## config.mk

```make
export PLATFORM = sky130hd
export DESIGN_NAME = lift_controller_n_flat
export DESIGN_NICKNAME = d
export VERILOG_FILES = /design/src/rtl/lift_controller_n_if.sv /design/src/rtl/lift_controller_n.sv /design/src/flat_wrapper.sv
export SDC_FILE = /design/constraint.sdc
export NUM_CORES = 1
export LEC_CHECK = 0
export BUFFER_PORTS_ARGS = -buffer_cell sky130_fd_sc_hd__buf_2
export CORE_UTILIZATION = 53
export CTS_CLUSTER_SIZE = 30
export DETAILED_ROUTE_END_ITERATION = 10
export GPL_ROUTABILITY_DRIVEN = 0
export PLACE_DENSITY = 0.75
export SYNTH_ARGS = -nofsm -noshare
export SYNTH_HDL_FRONTEND = slang
export SYNTH_SLANG_ARGS = --single-unit
```

## constraint.sdc

```tcl
create_clock -name clock -period 1.8 [get_ports clock]
set_input_delay 0.09 -clock clock [delete_from_list [all_inputs] [get_ports clock]]
set_output_delay 0.09 -clock clock [all_outputs]
set_load 0.01 [all_outputs]
```

## src/rtl/lift_controller_n_if.sv

```systemverilog
`timescale 1ns/1ps
`default_nettype none
// ============================================================================
//  Module   : lift_controller_n_if
//  Purpose  : Board-side signal bundle for the FLOORS-landing lift controller.
//             The master modport is the board/bench side: it drives sensors,
//             buttons and emergency inputs. The slave modport is the
//             controller: it drives motor, direction, lamps and status.
//  Revision : 1.0  initial release
// ============================================================================
interface lift_controller_n_if #(
  parameter int FLOORS = 4
);
  localparam int PW = $clog2(FLOORS);

  // Inputs to the controller (all active-low)
  logic [FLOORS-1:0] floor_n;
  logic [FLOORS-1:0] call_n;
  logic              emergency_n;
  logic              em_cancel_n;

  // Outputs from the controller
  logic              direction;
  logic              enable_n;
  logic [FLOORS-1:0] indicator_n;
  logic [PW-1:0]     position;
  logic [1:0]        state_code;

  modport master (
    output floor_n, call_n, emergency_n, em_cancel_n,
    input  direction, enable_n, indicator_n, position, state_code
  );

  modport slave (
    input  floor_n, call_n, emergency_n, em_cancel_n,
    output direction, enable_n, indicator_n, position, state_code
  );
endinterface
`default_nettype wire

```

## src/rtl/lift_controller_n.sv

```systemverilog
`timescale 1ns/1ps
`default_nettype none
// ============================================================================
//  Module   : lift_controller_n
//  Purpose  : Collective (up/down sweep) lift controller for FLOORS landings.
//             Latches active-low calls, tracks the car from active-low landing
//             sensors, times the door dwell internally and drives the
//             active-low motor enable plus direction. Emergency stop/cancel.
//  Revision : 1.0  initial release
// ============================================================================
module lift_controller_n #(
  parameter int FLOORS = 4,
  parameter int DWELL  = 50000000
) (
  input  wire logic         clock,
  input  wire logic         n_reset,
  lift_controller_n_if.slave bus
);

  localparam int PW = $clog2(FLOORS);
  localparam int CW = $clog2(DWELL);
  localparam logic [CW-1:0] c_dwell_last = CW'(DWELL - 1);

  typedef enum logic [1:0] {
    HOME  = 2'd0,
    MOVE  = 2'd1,
    AT    = 2'd2,
    ESTOP = 2'd3
  } state_t;

  state_t            r_state;
  state_t            w_state_next;
  logic              r_dir;
  logic              w_dir_next;
  logic [PW-1:0]     r_position;
  logic [PW-1:0]     r_depart;
  logic [PW-1:0]     w_depart_next;
  logic [FLOORS-1:0] r_pending;
  logic [FLOORS-1:0] w_clear;
  logic [FLOORS-1:0] w_pending_next;
  logic [CW-1:0]     r_count;
  logic [CW-1:0]     w_count_next;

  logic              w_any_floor;
  logic [PW-1:0]     w_floor_idx;
  logic              w_above;
  logic              w_below;
  logic              w_stop;
  logic              w_call_here;
  logic              w_timeout;
  logic              w_enable_n;

  // Decode landing sensors; the descending scan leaves the lowest active index
  always_comb begin
    w_any_floor = 1'b0;
    w_floor_idx = '0;
    for (int i = FLOORS - 1; i >= 0; i--) begin
      if (!bus.floor_n[i]) begin
        w_any_floor = 1'b1;
        w_floor_idx = PW'(i);
      end
    end
  end

  // Pending calls above/below the car, and the stop condition while moving.
  // The departure floor is excluded so the car can leave its own sensor.
  // Terminal landings always stop the car to keep it from overrunning.
  always_comb begin
    w_above = 1'b0;
    w_below = 1'b0;
    w_stop  = 1'b0;
    for (int i = 0; i < FLOORS; i++) begin
      if (r_pending[i] && (PW'(i) > r_position)) w_above = 1'b1;
      if (r_pending[i] && (PW'(i) < r_position)) w_below = 1'b1;
      if (!bus.floor_n[i] && (PW'(i) != r_depart) &&
          (r_pending[i] || (i == 0) || (i == FLOORS - 1)))
        w_stop = 1'b1;
    end
  end

  assign w_call_here = ~bus.call_n[r_position];
  assign w_timeout   = (r_count == c_dwell_last);

  // Per-floor clear: everything clears in ESTOP, the served floor clears in AT
  generate
    for (genvar g = 0; g < FLOORS; g++) begin : g_clear
      assign w_clear[g] = (r_state == ESTOP) ||
                          ((r_state == AT) && (r_position == PW'(g)));
    end
  endgenerate

  // Clear wins over a simultaneous press
  assign w_pending_next = (r_pending | ~bus.call_n) & ~w_clear;

  // Next-state, direction, dwell count and motor enable
  always_comb begin
    w_state_next  = r_state;
    w_dir_next    = r_dir;
    w_count_next  = r_count;
    w_depart_next = r_depart;
    w_enable_n    = 1'b0;
    case (r_state)
      HOME: begin
        // Run down until the bottom sensor is reached
        w_dir_next = 1'b0;
        w_enable_n = ~bus.floor_n[0];
        if (!bus.floor_n[0]) begin
          w_state_next = AT;
          w_count_next = '0;
        end
      end
      MOVE: begin
        w_enable_n = w_stop;
        if (w_stop) begin
          w_state_next = AT;
          w_count_next = '0;
        end
      end
      AT: begin
        w_enable_n = 1'b1;
        // A press at the current floor reopens the door and restarts dwell
        if (w_call_here)
          w_count_next = '0;
        else if (!w_timeout)
          w_count_next = r_count + 1'b1;
        if (w_timeout && !w_call_here) begin
          if (w_above && (r_dir || !w_below)) begin
            w_dir_next    = 1'b1;
            w_state_next  = MOVE;
            w_depart_next = r_position;
          end else if (w_below) begin
            w_dir_next    = 1'b0;
            w_state_next  = MOVE;
            w_depart_next = r_position;
          end
        end
      end
      ESTOP: begin
        w_enable_n = 1'b1;
        if (!bus.em_cancel_n) begin
          w_state_next = HOME;
          w_dir_next   = 1'b0;
        end
      end
      default: begin
        w_state_next = HOME;
      end
    endcase
    // Emergency overrides every other transition, including cancel
    if (!bus.emergency_n)
      w_state_next = ESTOP;
  end

  // State, position, pending calls and dwell counter registers
  always_ff @(posedge clock or negedge n_reset) begin
    if (!n_reset) begin
      r_state    <= HOME;
      r_dir      <= 1'b0;
      r_position <= '0;
      r_depart   <= '0;
      r_pending  <= '0;
      r_count    <= '0;
    end else begin
      r_state   <= w_state_next;
      r_dir     <= w_dir_next;
      r_depart  <= w_depart_next;
      r_pending <= w_pending_next;
      r_count   <= w_count_next;
      if (w_any_floor)
        r_position <= w_floor_idx;
    end
  end

  assign bus.direction   = r_dir;
  assign bus.enable_n    = w_enable_n;
  assign bus.indicator_n = ~r_pending;
  assign bus.position    = r_position;
  assign bus.state_code  = r_state;

endmodule
`default_nettype wire

```

## src/flat_wrapper.sv

```systemverilog
// flat-port wrapper written by rule: the top's interface ports become plain ports
module lift_controller_n_flat 
#(
  parameter int FLOORS = 4,
  parameter int DWELL  = 50000000
)
  (clock, n_reset, bus_floor_n, bus_call_n, bus_emergency_n, bus_em_cancel_n, bus_direction, bus_enable_n, bus_indicator_n, bus_position, bus_state_code);
  lift_controller_n_if #(.FLOORS(FLOORS)) bus_i ();
  input  wire logic clock;
  input  wire logic n_reset;
  input wire logic [$bits(bus_i.floor_n)-1:0] bus_floor_n;
  input wire logic [$bits(bus_i.call_n)-1:0] bus_call_n;
  input wire logic [$bits(bus_i.emergency_n)-1:0] bus_emergency_n;
  input wire logic [$bits(bus_i.em_cancel_n)-1:0] bus_em_cancel_n;
  output wire logic [$bits(bus_i.direction)-1:0] bus_direction;
  output wire logic [$bits(bus_i.enable_n)-1:0] bus_enable_n;
  output wire logic [$bits(bus_i.indicator_n)-1:0] bus_indicator_n;
  output wire logic [$bits(bus_i.position)-1:0] bus_position;
  output wire logic [$bits(bus_i.state_code)-1:0] bus_state_code;
  assign bus_i.floor_n = bus_floor_n;
  assign bus_i.call_n = bus_call_n;
  assign bus_i.emergency_n = bus_emergency_n;
  assign bus_i.em_cancel_n = bus_em_cancel_n;
  assign bus_direction = bus_i.direction;
  assign bus_enable_n = bus_i.enable_n;
  assign bus_indicator_n = bus_i.indicator_n;
  assign bus_position = bus_i.position;
  assign bus_state_code = bus_i.state_code;
  lift_controller_n #(.FLOORS(FLOORS), .DWELL(DWELL)) u_core (.clock(clock), .n_reset(n_reset), .bus(bus_i));
endmodule
```

# ---- Word level (Yosys, flattened, before mapping)
# Index checks and enable logic that the tools add are counted.
dict set report classes {
  mux 43
  n_eq_ne 21
  magnitude_cmp 9
  reduce_logical 41
  bitwise_logic 6
  n_addsub 1
}
# cell count
set op_table {}
lappend op_table {{$mux W26} 4}
lappend op_table {{$pmux W26 S3} 1}
lappend op_table {{$add A26 B1 Y26 const B} 1}
lappend op_table {{$eq A26 B26 Y1 const B} 1}
lappend op_table {{$mux W2} 13}
lappend op_table {{$mux W1} 21}
lappend op_table {{$logic_and A1 B1 Y1} 20}
lappend op_table {{$ne A3 B3 Y1 const B} 4}
lappend op_table {{$not A4 Y4} 3}
lappend op_table {{$eq A2 B2 Y1 const B} 4}
lappend op_table {{$pmux W2 S4} 1}
lappend op_table {{$reduce_and A4 Y1} 2}
lappend op_table {{$ne A2 B2 Y1 const B} 3}
lappend op_table {{$ne A3 B2 Y1 const B} 2}
lappend op_table {{$pmux W1 S3} 2}
lappend op_table {{$reduce_bool A3 Y1} 2}
lappend op_table {{$logic_not A1 Y1} 5}
lappend op_table {{$logic_or A1 B1 Y1} 5}
lappend op_table {{$reduce_and A5 Y1} 1}
lappend op_table {{$and A4 B4 Y4} 1}
lappend op_table {{$eq A2 B1 Y1 const B} 2}
lappend op_table {{$gt A1 B2 Y1 const A} 2}
lappend op_table {{$gt A2 B2 Y1 const A} 2}
lappend op_table {{$logic_not A2 Y1} 2}
lappend op_table {{other kinds (13)} 17}
dict set report totals {
  ff_bits 37
  elab_cells 127
  out_inout_bits 10
}

# ---- Logic depth before layout (Yosys ltp)
dict set report depth {
  depth_word 13
  depth_mapped 8
  mapped_depth_nobuf 6
}

# ---- Least setup slack after synthesis
# No wires, ideal clock.
dict set report synth_timing {
  kind {register -> register}
  startpoint {register u_core.r_position[1] (netlist: u_core.bus.position[1])}
  endpoint {register u_core.r_count[24]}
  period_less_slack_ps 2048
  n_path_buf 3
  required_ps 1676
  path_stages_with_launch 8
  setup_slack_ps -248
  arrival_time_ps 1924
  path_cell_list {dfrtp_1 > buf_2 > mux4_2 > and3_1 > clkbuf_1 > buf_2 > and3_1 > a211o_1}
}
dict set report synth_between {
  elab_chain_cells 4
  word_cells_on_any_way 6
  classes_between {eq/ne (1); mux (4); reduce/logical (1)}
}
# item line_no
set synth_rtl {}
lappend synth_rtl {{start: declaration} lift_controller_n.sv:35} ;# logic [PW-1:0] r_position;
lappend synth_rtl {{start signal: assignment} lift_controller_n.sv:170} ;# r_position <= w_floor_idx;
lappend synth_rtl {{$bmux W1 S2 *} lift_controller_n.sv:81} ;# assign w_call_here = ~bus.call_n[r_position];
lappend synth_rtl {{$mux W1 (implied by the code) *} lift_controller_n.sv:81}
lappend synth_rtl {{$ne A3 B3 Y1 (no line) or $mux W26 (tied branches)} n/a}
lappend synth_rtl {{$reduce_and A4 Y1 (no line) or $pmux W26 S3 (tied branches)} n/a}
lappend synth_rtl {{end signal: assignment} lift_controller_n.sv:168} ;# r_count <= w_count_next;
lappend synth_rtl {{end: declaration} lift_controller_n.sv:41} ;# logic [CW-1:0] r_count;
# Every way passes the cells marked *; elsewhere a longest branch is shown, timed or not. The select of a mux whose other input is x is not followed.
# A chain may end at the register's enable or synchronous reset.

# ---- Worst setup path in the final report
dict set report layout_timing {
  startpoint {register u_core.r_count[10]}
  endpoint {register u_core.r_count[7]}
}
dict set report layout_between {
  elab_chain_cells 3
}
# item line_no
set layout_rtl {}
lappend layout_rtl {{$eq A26 B26 Y1} lift_controller_n.sv:82} ;# assign w_timeout = (r_count == c_dwell_last);
lappend layout_rtl {{$ne A3 B3 Y1 (no line)} n/a}
lappend layout_rtl {{$reduce_and A4 Y1 (no line)} n/a}
# Every way passes these cells.

==> Flow_metrics.wiki <==
{| class="wikitable"
! Metric !! Value
|-
| Total of fill cells in the finished design || 261
|-
| Routed wire length || 6900 µm
|-
| Commonest cells after routing, fill and taps aside || buf_4 (49), dfrtp_1 (35), buf_2 (21)
|-
| Length of the first detailed-routing pass in iterations || 4
|-
| Cell Count, Final, Fillers Out || 371
|-
| Startpoint type of the worst setup path || flop
|-
| Number of cells on the worst reg-to-reg path || 5
|-
| Via count of the first global-routing pass || 2094
|-
| Critical path type || flop to flop
|-
| Arrival time of the worst setup path || 2160 ps
|-
| Area of the die || 4540 µm²
|-
| Req. time, crit path || 1980 ps
|-
| Critical-path maximum fanout || 7
|-
| Die Ht || 67.4 µm
|-
| Least setup slack across all paths after layout || -176 ps
|-
| Finished Core Util || 79.2%
|-
| Critical R2R Capture || u_core.r_count[7]
|-
| Later-pin clock latency in the skew report || 300 ps
|-
| Count of warnings emitted by yosys || 0
|-
| Half-perimeter wire length after placement || 4060 µm
|-
| Cells on Worst Hold Path || 2
|-
| Critical hold path startpoint || bus_floor_n[2]
|-
| Cell area after synthesis || 2270 µm²
|-
| Class of the worst hold path || input port to flop
|-
| Number of maximum-capacitance constraint violations || 0
|-
| Post-synth ARST share || 100%
|-
| Total via count in the routed design || 2360
|-
| Wire length of the first global-routing pass || 9900 µm
|-
| Placed cell count || 342
|-
| Final min period || 1980 ps
|-
| CTS sink count || 37
|-
| Most frequent standard cell in the layout excluding fill and tap cells || buf_4
|-
| Critical R2R Launch || u_core.r_count[10]
|-
| TNS Setup || -2280 ps
|-
| Number of buffers inserted by port buffering || 21
|-
| Worst hold margin || 0.943 ps
|-
| Highest-delay cell along the critical path || or4_4
|-
| Dominant synthesized flop cell || dfrtp_1
|-
| Fraction of layout instances using a drive strength above 1 || 39.6%
|-
| Initial antenna violation count || 0
|-
| Cell chain of the critical path || or4_4 > nor4_4 > and2_4 > nor2_4 > a221o_1
|-
| LEAKAGE || 0.00164 µW
|-
| Setup crit end kind || flop
|-
| # DRC || 0
|-
| Setup slack of the worst register-to-register path || -180 ps
|-
| Hold Fails Final Rpt || 0
|-
| Root cell of the clock tree || clkbuf_8
|-
| Effective utilization at floorplan || 55.8%
|-
| Clock input transition at the sequential cells of the worst setup and hold paths || 70 ps
|-
| Max-slew headroom at the worst pin || 67.5%
|-
| TritonCTS clock tree || done
|-
| Via density per instance || 6.36
|-
| DP Area || 2750 µm²
|-
| Global-route total usage across every layer || 29.8%
|-
| Final standard cell area without fillers || 3210 µm²
|-
| Worst voltage drop across the vdd grid || 0.470 mV
|-
| Number of buffers on the longest clock path || 2
|-
| Violations in the final reports || setup timing
|-
| Max Freq || 506 MHz
|-
| Peak per-stage delay on the critical path || 550 ps
|-
| Antenna cells || 0
|-
| Post-Synthesis Mean Instance Area || 9.32 µm²
|-
| Number of buffers created by CTS || 5
|-
| Maximum number of pins on one net before global-route repair || 26
|-
| P&R area growth vs syn || 41.7%
|-
| Largest clock skew in the final design || 14.6 ps
|-
| Worst Tran Pin Value || 487 ps
|-
| Share of synthesized area occupied by flip-flops and latches || 40.9%
|-
| Post-synthesis net count || 256
|-
| Synthesis-stage register bit count || 37
|-
| Count of flip-flops with a built-in enable after synthesis || 0
|-
| Total global routing overflow || 0
|-
| Area of the core region || 4060 µm²
|-
| Top-Level Pins || 22
|-
| First-iteration detailed-routing DRC count || 179
|-
| Share of the clock period used by the worst path after layout || 110%
|-
| H-tree depth reported by CTS || 2
|-
| Average wire per cell in the routed design || 18.6 µm
|-
| Final setup viols || 26
|-
| Areal power density over the cells || 610 nW/µm²
|-
| Die W || 67.4 µm
|-
| Min-Delay Endpoint || u_core.bus.position[1]
|-
| Number of nets in the layout || 333
|-
| Post-Synthesis Cells || 243
|-
| Placement Rows || 23
|-
| Number of distinct standard cells referenced by the synthesized netlist || 54
|-
| RSZ-0062 raised after global routing || true
|-
| Result of the run || finished with violations
|-
| Number of pins exceeding their max-slew limit in the final report || 0
|-
| Antenna-violating nets left || 0
|}
[layout make-up]
type                    instances  area [µm²]  area share, %
multi-input cells             188        1440           45.0
clock buffers                   5        68.8           2.14
repair buffers                 80         661           20.6
flip-flops and latches         37         928           28.9
clock inverters                 3        17.5          0.545
inverters                       8        30.0          0.935
well taps                      50        62.6           1.95
[worst max-delay path: cells and delay by family (launching register included)]
kind,cells,cell delay (ps)
AND/OR/NAND/NOR,4,1200
AO/OA/AOI/OAI,1,280
flip-flops,1,390
[repair_timing]
item,CTS,global route
setup endpoints to repair,23,28
gates resized for setup,15,15
hold buffers,1,0
cloned,1,3
endpoints found under the hold margin,18,0
pin swaps,13,10
buffers inserted,6,11
[logic make-up after synthesis]
group | Yosys count | synth area share, %
buf+inv | 19 | 4.42
compound gates | 69 | 22.1
fa+ha+maj | 1 | 0.552
flops | 37 | 40.9
mux | 5 | 2.93
simple gates | 112 | 29.2
[per-stage QoR]
stage	power [µW]	setup WS (ps)
6_report	1960	-176
5_1_grt	2040	-269
4_1_cts	1910	-163
3_5_place_dp	1310	-148
3_3_place_gp	1300	-105
2_1_floorplan	1140	-173
[cell usage after synthesis (2+ instances only)]
master     n  area, µm²
nand4_1    9       56.3
mux2_2     3       33.8
o22ai_1    3       18.8
dfrtp_1   37        926
a31oi_1    8       50.1
o211a_1    4       40.0
and2_1     4       25.0
nand3b_1   2       15.0
and3_1    15       93.8
a22o_1     2       17.5
o21a_1     2       15.0
nand2_1   22       82.6
nor4_1     5       31.3
inv_1      8       30.0
nand3_1   14       70.1
clkbuf_1   4       15.0
nor3_1    10       50.1
o21ba_2    2       20.0
nand2b_1   2       12.5
a22oi_1    4       30.0
nor2_1     9       33.8
a21oi_1   10       50.1
nor2b_1    2       12.5
a211o_1   16        140
and4_1     3       26.3
buf_2      4       20.0
a21o_1     3       22.5
nor4b_1    2       17.5
o21ai_0    9       45.0
[registers in the layout, indices dropped and copies added (netlist names)]
name,flops
u_core.bus.state_code,2
u_core.r_depart,2
u_core.bus.position,2
u_core.r_count,26
u_core.r_pending,4
u_core.bus.direction,1
[where the power goes]
part           internal, µW  switching, µW  total (µW)  leakage, µW
clock network           267            316         583    0.0000439
registers               872           43.1         915     0.000497
logic                   221            240         461      0.00110
[per-layer routing]
metal / wire length (µm) / up-vias / global-route usage, %
met3: 421 / 20 / 4.90
li1: - / 1098 / -
met1: 2970 / 1148 / 39.3
met5: 0 / - / 0
met2: 3350 / 94 / 49.1
met4: 157 / 0 / 10.9
[how the worst max path moves through the flow]
stage	from	to	slack, ps
CTS	u_core.r_count[10]	u_core.r_count[7]	-160
global placement	u_core.r_count[11]	u_core.r_count[7]	-110
finish	u_core.r_count[10]	u_core.r_count[7]	-180
detailed placement	u_core.r_count[11]	u_core.r_count[7]	-150
floorplan	u_core.r_count[11]	u_core.r_count[7]	-170
global route	u_core.r_count[8]	u_core.r_count[18]	-270
(Power assumes the default switching activity.)
